==> config.mk <==
export PLATFORM = sky130hd
export DESIGN_NAME = spi_slave_gen2
export DESIGN_NICKNAME = d
export VERILOG_FILES = /design/src/rtl/spi_pkg.sv /design/src/rtl/spi_sync.sv /design/src/rtl/spi_slave_gen2.sv
export SDC_FILE = /design/constraint.sdc
export NUM_CORES = 1
export LEC_CHECK = 0
export BUFFER_PORTS_ARGS = -buffer_cell sky130_fd_sc_hd__buf_4
export CAP_MARGIN = 30
export CORE_MARGIN = 2
export CORE_UTILIZATION = 45
export DETAILED_ROUTE_END_ITERATION = 6
export PLACE_DENSITY = 0.65
export SYNTH_ARGS = -nofsm -noshare
export SYNTH_HDL_FRONTEND = slang
export SYNTH_SLANG_ARGS = --single-unit
==> constraint.sdc <==
create_clock -name clk -period 3.5 [get_ports clk]
set_input_delay 0 -clock clk [delete_from_list [all_inputs] [get_ports clk]]
set_output_delay 0 -clock clk [all_outputs]
set_load 0.005 [all_outputs]
==> src/rtl/spi_pkg.sv <==
// Shared types and constants for the spi_slave_gen2 block.
package spi_pkg;

    typedef enum logic {
        ST_IDLE  = 1'b0,
        ST_SHIFT = 1'b1
    } spi_state_e;

    localparam int SYNC_STAGES = 3;

    // Leading edge is the transition away from the idle level set by CPOL.
    function automatic logic lead_is_rise(input int cpol);
        return (cpol == 0);
    endfunction

    function automatic logic sample_on_rise(input int cpol, input int cpha);
        return (cpha == 0) ? lead_is_rise(cpol) : !lead_is_rise(cpol);
    endfunction

endpackage

==> src/rtl/spi_sync.sv <==
// Multi-flop synchroniser for one asynchronous pin, with rise/fall strobes.
module spi_sync
    import spi_pkg::*;
#(
    parameter logic RST_VAL = 1'b0
) (
    input  logic clk,
    input  logic rst_n,
    input  logic d,
    output logic level,
    output logic rise,
    output logic fall
);

    logic [SYNC_STAGES-1:0] sync_q;
    logic [SYNC_STAGES-1:0] sync_d;

    always_comb begin
        sync_d = {sync_q[SYNC_STAGES-2:0], d};
    end

    always_ff @(posedge clk) begin
        if (!rst_n) begin
            sync_q <= {SYNC_STAGES{RST_VAL}};
        end else begin
            sync_q <= sync_d;
        end
    end

    // Edges compare the second and third flops so both inputs are settled.
    assign level = sync_q[1];
    assign rise  = sync_q[1] & ~sync_q[2];
    assign fall  = ~sync_q[1] & sync_q[2];

endmodule

==> src/rtl/spi_slave_gen2.sv <==
// SPI slave, all four CPOL/CPHA modes, word-wide RX/TX handshakes.
// Optional sticky error flags are built when SPI_SLAVE_GEN2_ERR_EN is defined.
module spi_slave_gen2
    import spi_pkg::*;
#(
    parameter int                DATA_W    = 16,
    parameter int                CPOL      = 0,
    parameter int                CPHA      = 0,
    parameter logic [DATA_W-1:0] IDLE_WORD = '0
) (
    input  logic              clk,
    input  logic              rst_n,
    input  logic              SCK,
    input  logic              MOSI,
    input  logic              ss_n,
    output logic              MISO,
    output logic              miso_oe,
    output logic [DATA_W-1:0] rx_data,
    output logic              rx_valid,
    input  logic              rx_ready,
    input  logic [DATA_W-1:0] tx_data,
    input  logic              tx_valid,
    output logic              tx_ready,
    output logic              busy,
    output logic              rx_overrun,
    output logic              tx_underrun
);

    localparam int                CNT_W       = $clog2(DATA_W);
    localparam logic [CNT_W-1:0]  LAST_BIT    = CNT_W'(DATA_W - 1);
    localparam logic              SAMPLE_RISE = sample_on_rise(CPOL, CPHA);
    localparam logic              SCK_IDLE    = (CPOL != 0);

    logic sck_lvl, sck_rise, sck_fall;
    logic mosi_lvl, mosi_rise, mosi_fall;
    logic ss_lvl, ss_rise, ss_fall;

    spi_sync #(.RST_VAL(SCK_IDLE)) u_sync_sck (
        .clk(clk), .rst_n(rst_n), .d(SCK),
        .level(sck_lvl), .rise(sck_rise), .fall(sck_fall)
    );
    spi_sync #(.RST_VAL(1'b0)) u_sync_mosi (
        .clk(clk), .rst_n(rst_n), .d(MOSI),
        .level(mosi_lvl), .rise(mosi_rise), .fall(mosi_fall)
    );
    spi_sync #(.RST_VAL(1'b1)) u_sync_ss (
        .clk(clk), .rst_n(rst_n), .d(ss_n),
        .level(ss_lvl), .rise(ss_rise), .fall(ss_fall)
    );

    logic unused_sync;
    assign unused_sync = ^{sck_lvl, mosi_rise, mosi_fall, ss_lvl};

    logic sample_edge, shift_edge;
    assign sample_edge = SAMPLE_RISE ? sck_rise : sck_fall;
    assign shift_edge  = SAMPLE_RISE ? sck_fall : sck_rise;

    spi_state_e        state_q, state_d;
    logic [CNT_W-1:0]  bit_cnt_q, bit_cnt_d;
    logic [DATA_W-2:0] rx_shift_q, rx_shift_d;
    logic [DATA_W-1:0] rx_data_q, rx_data_d;
    logic              rx_valid_q, rx_valid_d;
    logic [DATA_W-1:0] tx_shift_q, tx_shift_d;
    logic [DATA_W-1:0] tx_shadow_q, tx_shadow_d;
    logic              shadow_full_q, shadow_full_d;
    logic              word_done_q, word_done_d;
    logic              miso_q, miso_d;

    logic              enter, load_now, rx_drop, underrun_set;
    logic [DATA_W-1:0] rx_word, load_word, tx_src;

    // Handshakes: a word moves on any clk where valid && ready; valid is held
    // until that happens, and ready never depends combinationally on valid.
    always_comb begin
        state_d       = state_q;
        bit_cnt_d     = bit_cnt_q;
        rx_shift_d    = rx_shift_q;
        rx_data_d     = rx_data_q;
        rx_valid_d    = rx_valid_q;
        tx_shift_d    = tx_shift_q;
        tx_shadow_d   = tx_shadow_q;
        shadow_full_d = shadow_full_q;
        word_done_d   = word_done_q;
        miso_d        = miso_q;
        enter         = 1'b0;
        load_now      = 1'b0;
        rx_drop       = 1'b0;
        rx_word       = {rx_shift_q, mosi_lvl};
        load_word     = shadow_full_q ? tx_shadow_q : IDLE_WORD;
        tx_src        = word_done_q ? load_word : tx_shift_q;

        if (rx_valid_q && rx_ready) begin
            rx_valid_d = 1'b0;
        end

        case (state_q)
            ST_IDLE: begin
                if (ss_fall) begin
                    state_d     = ST_SHIFT;
                    bit_cnt_d   = '0;
                    rx_shift_d  = '0;
                    word_done_d = 1'b0;
                    enter       = 1'b1;
                    load_now    = 1'b1;
                    tx_shift_d  = load_word;
                end
            end
            ST_SHIFT: begin
                if (ss_rise) begin
                    // Abort: partial RX and TX words are simply forgotten.
                    state_d     = ST_IDLE;
                    bit_cnt_d   = '0;
                    rx_shift_d  = '0;
                    word_done_d = 1'b0;
                end else begin
                    if (sample_edge) begin
                        rx_shift_d = rx_word[DATA_W-2:0];
                        if (bit_cnt_q == LAST_BIT) begin
                            bit_cnt_d   = '0;
                            word_done_d = 1'b1;
                            if (!rx_valid_q || rx_ready) begin
                                rx_data_d  = rx_word;
                                rx_valid_d = 1'b1;
                            end else begin
                                rx_drop = 1'b1;
                            end
                        end else begin
                            bit_cnt_d = bit_cnt_q + 1'b1;
                        end
                    end
                    if (shift_edge) begin
                        load_now    = word_done_q;
                        word_done_d = 1'b0;
                        // CPHA=1 presents each bit on its shift edge, so MISO
                        // comes from a separate output flop.
                        if (CPHA != 0) begin
                            miso_d     = tx_src[DATA_W-1];
                            tx_shift_d = tx_src << 1;
                        end else begin
                            tx_shift_d = word_done_q ? load_word : (tx_shift_q << 1);
                        end
                    end
                end
            end
            default: state_d = ST_IDLE;
        endcase

        // A word accepted on a load cycle refills the shadow for the next load.
        if (load_now) begin
            shadow_full_d = 1'b0;
        end
        if (tx_valid && !shadow_full_q) begin
            tx_shadow_d   = tx_data;
            shadow_full_d = 1'b1;
        end
    end

    assign underrun_set = load_now && !shadow_full_q;

    always_ff @(posedge clk) begin
        if (!rst_n) begin
            state_q       <= ST_IDLE;
            bit_cnt_q     <= '0;
            rx_shift_q    <= '0;
            rx_data_q     <= '0;
            rx_valid_q    <= 1'b0;
            tx_shift_q    <= '0;
            tx_shadow_q   <= '0;
            shadow_full_q <= 1'b0;
            word_done_q   <= 1'b0;
            miso_q        <= 1'b0;
        end else begin
            state_q       <= state_d;
            bit_cnt_q     <= bit_cnt_d;
            rx_shift_q    <= rx_shift_d;
            rx_data_q     <= rx_data_d;
            rx_valid_q    <= rx_valid_d;
            tx_shift_q    <= tx_shift_d;
            tx_shadow_q   <= tx_shadow_d;
            shadow_full_q <= shadow_full_d;
            word_done_q   <= word_done_d;
            miso_q        <= miso_d;
        end
    end

    assign busy     = (state_q == ST_SHIFT);
    assign miso_oe  = (state_q == ST_SHIFT);
    assign MISO     = miso_oe && ((CPHA != 0) ? miso_q : tx_shift_q[DATA_W-1]);
    assign rx_data  = rx_data_q;
    assign rx_valid = rx_valid_q;
    assign tx_ready = !shadow_full_q;

`ifdef SPI_SLAVE_GEN2_ERR_EN
    logic ovr_q, ovr_d;
    logic udr_q, udr_d;

    // Flags restart at each new frame; a set in the same cycle wins.
    always_comb begin
        ovr_d = ovr_q;
        udr_d = udr_q;
        if (enter) begin
            ovr_d = 1'b0;
            udr_d = 1'b0;
        end
        if (rx_drop) begin
            ovr_d = 1'b1;
        end
        if (underrun_set) begin
            udr_d = 1'b1;
        end
    end

    always_ff @(posedge clk) begin
        if (!rst_n) begin
            ovr_q <= 1'b0;
            udr_q <= 1'b0;
        end else begin
            ovr_q <= ovr_d;
            udr_q <= udr_d;
        end
    end

    assign rx_overrun  = ovr_q;
    assign tx_underrun = udr_q;
`else
    logic unused_flags;
    assign unused_flags = ^{enter, rx_drop, underrun_set};
    assign rx_overrun   = 1'b0;
    assign tx_underrun  = 1'b0;
`endif

endmodule

==> metrics.txt, run 1 <==
Hold WC Path Type=in -> reg; clk_lat worst skew=360 ps; most frequent cells in the layout=79 x dfxtp_1, 70 x nand2_1, 45 x buf_4; Clock Path Buffers=2; Post-Syn Instances=354; post-synthesis xor/xnor area fraction=0%; Remaining DRCs=0; H-Tree Depth=3; Initial Utilization=46.7%; r2r startpoint=busy$_SDFF_PN0_; Max-slew headroom=37.1%; setup slack, reg-to-reg=1260 ps; storage element area=1580 sq um; number of synthesized register bits=79; initial antenna violation count=0; CP arrival=2530 ps; Final Worst Setup Slack=1260 ps; Least-Margin Pin Slew=941 ps; post-CTS repair timing setup buffer count=0; Horiz. Die Dim=88.0 um; register area share after synthesis=49.8%; Hold-fix buffers, CTS=19; Worst-path clk slew=90 ps; async set-or-reset flop fraction in the synthesized netlist=0%; largest family of logic cells by synthesized area=simple AND/OR/NAND/NOR gates; EDFF count, synth=0; fillcell total=629; RR Endpoint=rx_data[9]$_SDFFE_PN0P_; Synth Warn #=0; final worst-path cycle share=64.0%; Max Clock Freq=447 MHz; I/O pin count=46; Tmin final=2240 ps; Setup crit start=busy$_SDFF_PN0_; Via density=4.89; RSZ-0062 raised after global routing=false; Fin Setup TNS=0 ps; Core Region=6790 sq um; synthesized-area fraction occupied by adder cells=0.394%; Detail Route Antenna Nets=0; Overflow after GRT=0; Yosys cell types=43; critical path start-end classification=reg -> reg; Static Leak=0.00142 uW; most common cell after layout, fill and taps aside=dfxtp_1; clock root buffer master=clkbuf_8; CTS tree=done; multi-input logic area=1350 sq um; Reg2Reg Depth=3; Compound-Gate Fraction of Synth Area=18.1%; CP startpoint kind=flop; Worst VDD drop=0.000187 V; # setup viols final=0; CTS resizes=0; Hold Crit Start=rx_ready; Final Hold Fails=0; Mapped Area=3170 sq um; Main synth FF type=dfxtp_1; largest net degree at the start of global routing=50; outcome=finished clean; routed vias=2470; Pre-antenna DRT Iters=4; power per cell area=456 nW/um^2; Num CTS Buffers=9; row count=30; Syn-to-layout area delta=22.2%; Hold Crit Depth=3; Req. time, crit path=3790 ps; gr usage total=16.3%; first-pass GRT wire length=9840 um; dpl ws=1220 ps; IO Port Bufs=43; CTS sink count=79; Detailed Route Iter0 Violations=57; crit-path max FO=21; Setup Skew=11.8 ps; Post-Syn Area per Cell=8.96 sq um; MaxCap Viol Count=0; # diodes=0; die height=88.0 um; final WL=5850 um; Slew Viols, Final=0; Hold Path Sink=rx_valid$_SDFF_PN0_; full die area=7740 sq um; Final nets=428; DPL Wire Length=3610 um; vias in the first global route=2252; multiplexer share of the synthesized area=5.05%; routability cong.=0.731; per-cell routed wire length=11.6 um; share of cells above drive strength 1=20.0%; post-synthesis simple-gate area fraction=18.7%; kind of end point of the critical path=flop
synthesized netlist by cell type (2+ instances only):
cell type / n / share of area [%]
nand2_1: 70 / 8.3
nor2_1: 31 / 3.7
inv_1: 18 / 2.1
buf_6: 4 / 1.4
buf_4: 3 / 0.71
clkbuf_1: 15 / 1.8
o22ai_1: 17 / 3.4
nor2b_1: 4 / 0.79
mux2i_1: 16 / 5.0
buf_1: 3 / 0.35
dfxtp_1: 79 / 50
nand3_1: 4 / 0.63
a21oi_1: 20 / 3.2
and2_1: 7 / 1.4
o21ai_0: 2 / 0.32
nand2b_1: 6 / 1.2
a211oi_2: 13 / 5.1
a31oi_1: 16 / 3.2
a211oi_1: 2 / 0.47
power by group:
group	switching (uW)	internal, uW	total [uW]
sequential	19.7	925	944
clock	352	337	688
combinational	73.1	64.7	138
total	444	1330	1770
worst max-delay path, stage by stage (launching register included):
cell and delay, ps:
dfxtp_1 540, nand3_2 450, nor3_4 910, mux2i_1 270
metrics by stage:
step	area (sq um)	total power (uW)	util, %	hold slack [ps]	cells
final	3880	1770	57.1	14.8	505
after global routing	3880	1850	57.1	24.7	505
after CTS	3880	1800	57.1	2.96	505
after detailed placement	3490	1090	51.3	197	470
after global placement	3460	1080	50.9	190	468
after floorplan	3180	1050	-	101	355
layout make-up:
cell class	count	area share [%]
Timing Repair Buffer	66	14.3
Clock inverter	7	2.03
Multi-Input combinational cell	228	34.7
Inverter	20	1.94
Clock buffer	9	3.19
Sequential cell	79	40.8
Tap cell	96	3.10
layer usage:
metal | global-route usage (%) | vias up | part of all wire, %
li1 | - | 1290 | -
met3 | 3.39 | 10 | 3.0
met1 | 19.8 | 1135 | 47
met2 | 26.6 | 35 | 47
met4 | 9.65 | 0 | 2.4
met5 | 0 | - | 0
state kept, by name (all words and copies together) (netlist names):
register            count
u_sync_sck.sync_q       3
tx_shift_q             16
u_sync_mosi.sync_q      2
rx_data                16
busy                    1
rx_valid                1
bit_cnt_q               4
word_done_q             1
tx_shadow_q            16
rx_shift_q             15
u_sync_ss.sync_q        3
shadow_full_q           1
worst max-delay path by stage:
stage | endpoint | slack (ps) | depth (start not counted)
3_5_place_dp | rx_data[7]$_SDFFE_PN0P_ | 1220 | 3
3_3_place_gp | rx_data[10]$_SDFFE_PN0P_ | 1280 | 3
6_report | rx_data[9]$_SDFFE_PN0P_ | 1260 | 3
4_1_cts | rx_data[9]$_SDFFE_PN0P_ | 1210 | 3
5_1_grt | rx_data[11]$_SDFFE_PN0P_ | 1060 | 3
2_1_floorplan | rx_data[10]$_SDFFE_PN0P_ | 1940 | 5
kinds of logic (layout without fill, tap and decap cells):
logic type | Yosys count | after routing
and+or+nand+nor | 132 | 132
DFF | 79 | 79
muxes | 16 | 16
other | 1 | 2
buffers and inverters | 48 | 102
AOI/OAI and AO/OA | 77 | 77
adders and majority gates | 1 | 1
Note: power is estimated with default switching activity, not from simulation.
==> inputs of run 2 (changes only) <==
clock period = 2.1 ns   (was 3.5 ns; I/O delays follow)
==> run 2 against run 1 <==
Sequential share of layout area shrank 0.20 points. Sequential power grew 66%. Clock power grew 56%. Setup slack lost 880 ps. Flip-flop and latch count is the same. Routed wire length grew 2.5%. Cell count grew 0.79%. Maximum frequency grew 30%. First-iteration DRC count grew 89%. Power grew 63%. Cell area grew 0.48%. Highest routed layer unchanged.
==> metrics.txt, run 2 (same netlist as run 1, synthesis figures left out) <==
placed cells=474 (+0.85%); Num CTS Buffers=9 (unchanged); final worst-path cycle share=81.8% (+18 points); row count=30 (unchanged); H-Tree Depth=3 (unchanged); Syn-to-layout area delta=22.8%; Reg2Reg Depth=5 (+2); most common cell after layout, fill and taps aside=dfxtp_1; per-cell routed wire length=11.8 um (+1.7%); Final Hold Fails=0 (unchanged); die height=88.0 um (unchanged); Least-Margin Pin Slew=564 ps (-377 ps); Initial Utilization=46.7% (unchanged); gr usage total=16.6% (+0.28 points); full die area=7740 sq um (unchanged); crit-path max FO=32 (+52%); Final Power=2880 uW (+63%); largest net degree at the start of global routing=49 (-2.0%); CP arrival=1970 ps (-560 ps); Detail Route Antenna Nets=0 (unchanged); kind of end point of the critical path=flop; Detailed Route Iter0 Violations=108 (+89%); Tmin final=1720 ps (-522 ps); RSZ-0062 raised after global routing=false; Slowest-stage cell, CP=dfxtp_1; Overflow after GRT=0 (unchanged); Horiz. Die Dim=88.0 um (unchanged); share of cells above drive strength 1=20.3% (+0.29 points); Top Metal Used=met4; wl on met1=2740 um (-0.69%); Max-slew headroom=62.3% (+25 points); # setup viols final=0 (unchanged); Setup Skew=7.44 ps (-4.39 ps); met2 WL=2980 um (+7.2%); Max Clock Freq=582 MHz (+30%); CTS resizes=0 (unchanged); DPL Wire Length=3760 um (+4.2%); Worst VDD drop=0.000618 V (+230%); Fin Setup TNS=0 ps (unchanged); Worst-path clk slew=80 ps (about the same); Clock Path Buffers=2 (unchanged); MaxCap Viol Count=0 (unchanged); final WL=6000 um (+2.5%); IO Port Bufs=43 (unchanged); outcome=finished clean; Slew Viols, Final=0 (unchanged); CTS tree=done; routability cong.=0.779 (+6.5%); most frequent cells in the layout=79 x dfxtp_1, 70 x nand2_1, 50 x buf_4; Core Region=6790 sq um (unchanged); Pre-antenna DRT Iters=5 (+1); clk_lat worst skew=340 ps (-20 ps); initial antenna violation count=0 (unchanged); final non-filler cell total=509 (+0.79%); critical path start-end classification=reg -> reg; Static Leak=0.00142 uW (+0.25%); Hold WC Path Type=in -> reg; CP startpoint kind=flop; Hold Crit Depth=3 (unchanged); Critical Path Max Stage Delay=560 ps (-350 ps); CTS sink count=79 (unchanged); crit-path cells=inv_2 -> o41ai_4 -> buf_12 -> nor2_1 -> a211oi_2; I/O pin count=46 (unchanged); first-pass GRT wire length=10100 um (+3.1%); vias in the first global route=2347 (+4.2%); DR WL met3=200 um (+14%); # diodes=0 (unchanged); Req. time, crit path=2350 ps (-1440 ps); total placed instance area=3520 sq um (+0.90%); Final nets=432 (+0.93%); power per cell area=739 nW/um^2 (+62%); clock root buffer master=clkbuf_8; Via density=4.91 (+0.42%); routed vias=2500 (+1.2%); post-route cell area=3900 sq um (+0.48%); Remaining DRCs=0 (unchanged)
## run 2: changes by cell type in the layout (fill, tap and decap cells not counted)
cell | previous run | this run
buf_12 | 0 | 1
buf_4 | 45 | 50
buf_6 | 1 | 0
buf_8 | 1 | 0
clkbuf_1 | 0 | 2
clkinv_4 | 3 | 1
clkinvlp_4 | 0 | 2
inv_6 | 2 | 0
## run 2: layer usage
| layer | vias to the layer above | global-route usage (%) |
|---|---|---|
| met5 | - | 0 |
| met4 | 0 | 5.45 |
| met3 | 7 | 4.52 |
| met2 | 33 | 29.3 |
| met1 | 1154 | 19.4 |
| li1 | 1306 | - |
## run 2: where the power goes
group          internal [uW]  leakage [uW]  switching, uW  total (uW)
clock                    550     0.0000895            520        1070
sequential              1540      0.000642           25.8        1570
combinational            111      0.000689            132         243
total                   2200       0.00142            677        2880
## run 2: path summary, 6_finish.rpt
kind                                     to  slack, ps                      startpoint
max             tx_shift_q[10]$_SDFFE_PN0P_        380                 busy$_SDFF_PN0_
min                     rx_valid$_SDFF_PN0_         30                        rx_ready
max reg2reg     tx_shift_q[10]$_SDFFE_PN0P_        380                 busy$_SDFF_PN0_
min reg2reg  u_sync_ss.sync_q[1]$_SDFF_PN1_        410  u_sync_ss.sync_q[0]$_SDFF_PN1_
## run 2: per-stage QoR
step	setup WS (ps)	util (%)	hold slack, ps
finish	383	57.4	34.7
global route	269	57.4	43.4
CTS	375	57.4	29.3
detailed placement	441	51.8	191
global placement	486	51.8	185
floorplan	542	-	101
## run 2: what timing repair did
| action | CTS | global route |
|---|---|---|
| hold endpoints to repair | 19 | 0 |
| hold buffers | 19 | 0 |
| setup buffers | 0 | 0 |
## run 2: final cells by class
class,instances,area [sq um]
clock buffers,11,131
clock inverters,5,58.8
fillers,630,2900
inverters,20,75.1
multi-input cells,228,1350
flip-flops and latches,79,1580
well taps,96,120
repair buffers,70,586
## run 2: critical path, delay by kind of cell, from the launching register on
family,cells,cell delay [ps]
flops,1,560
buf+inv,2,340
compound gates,2,630
simple gates,1,80
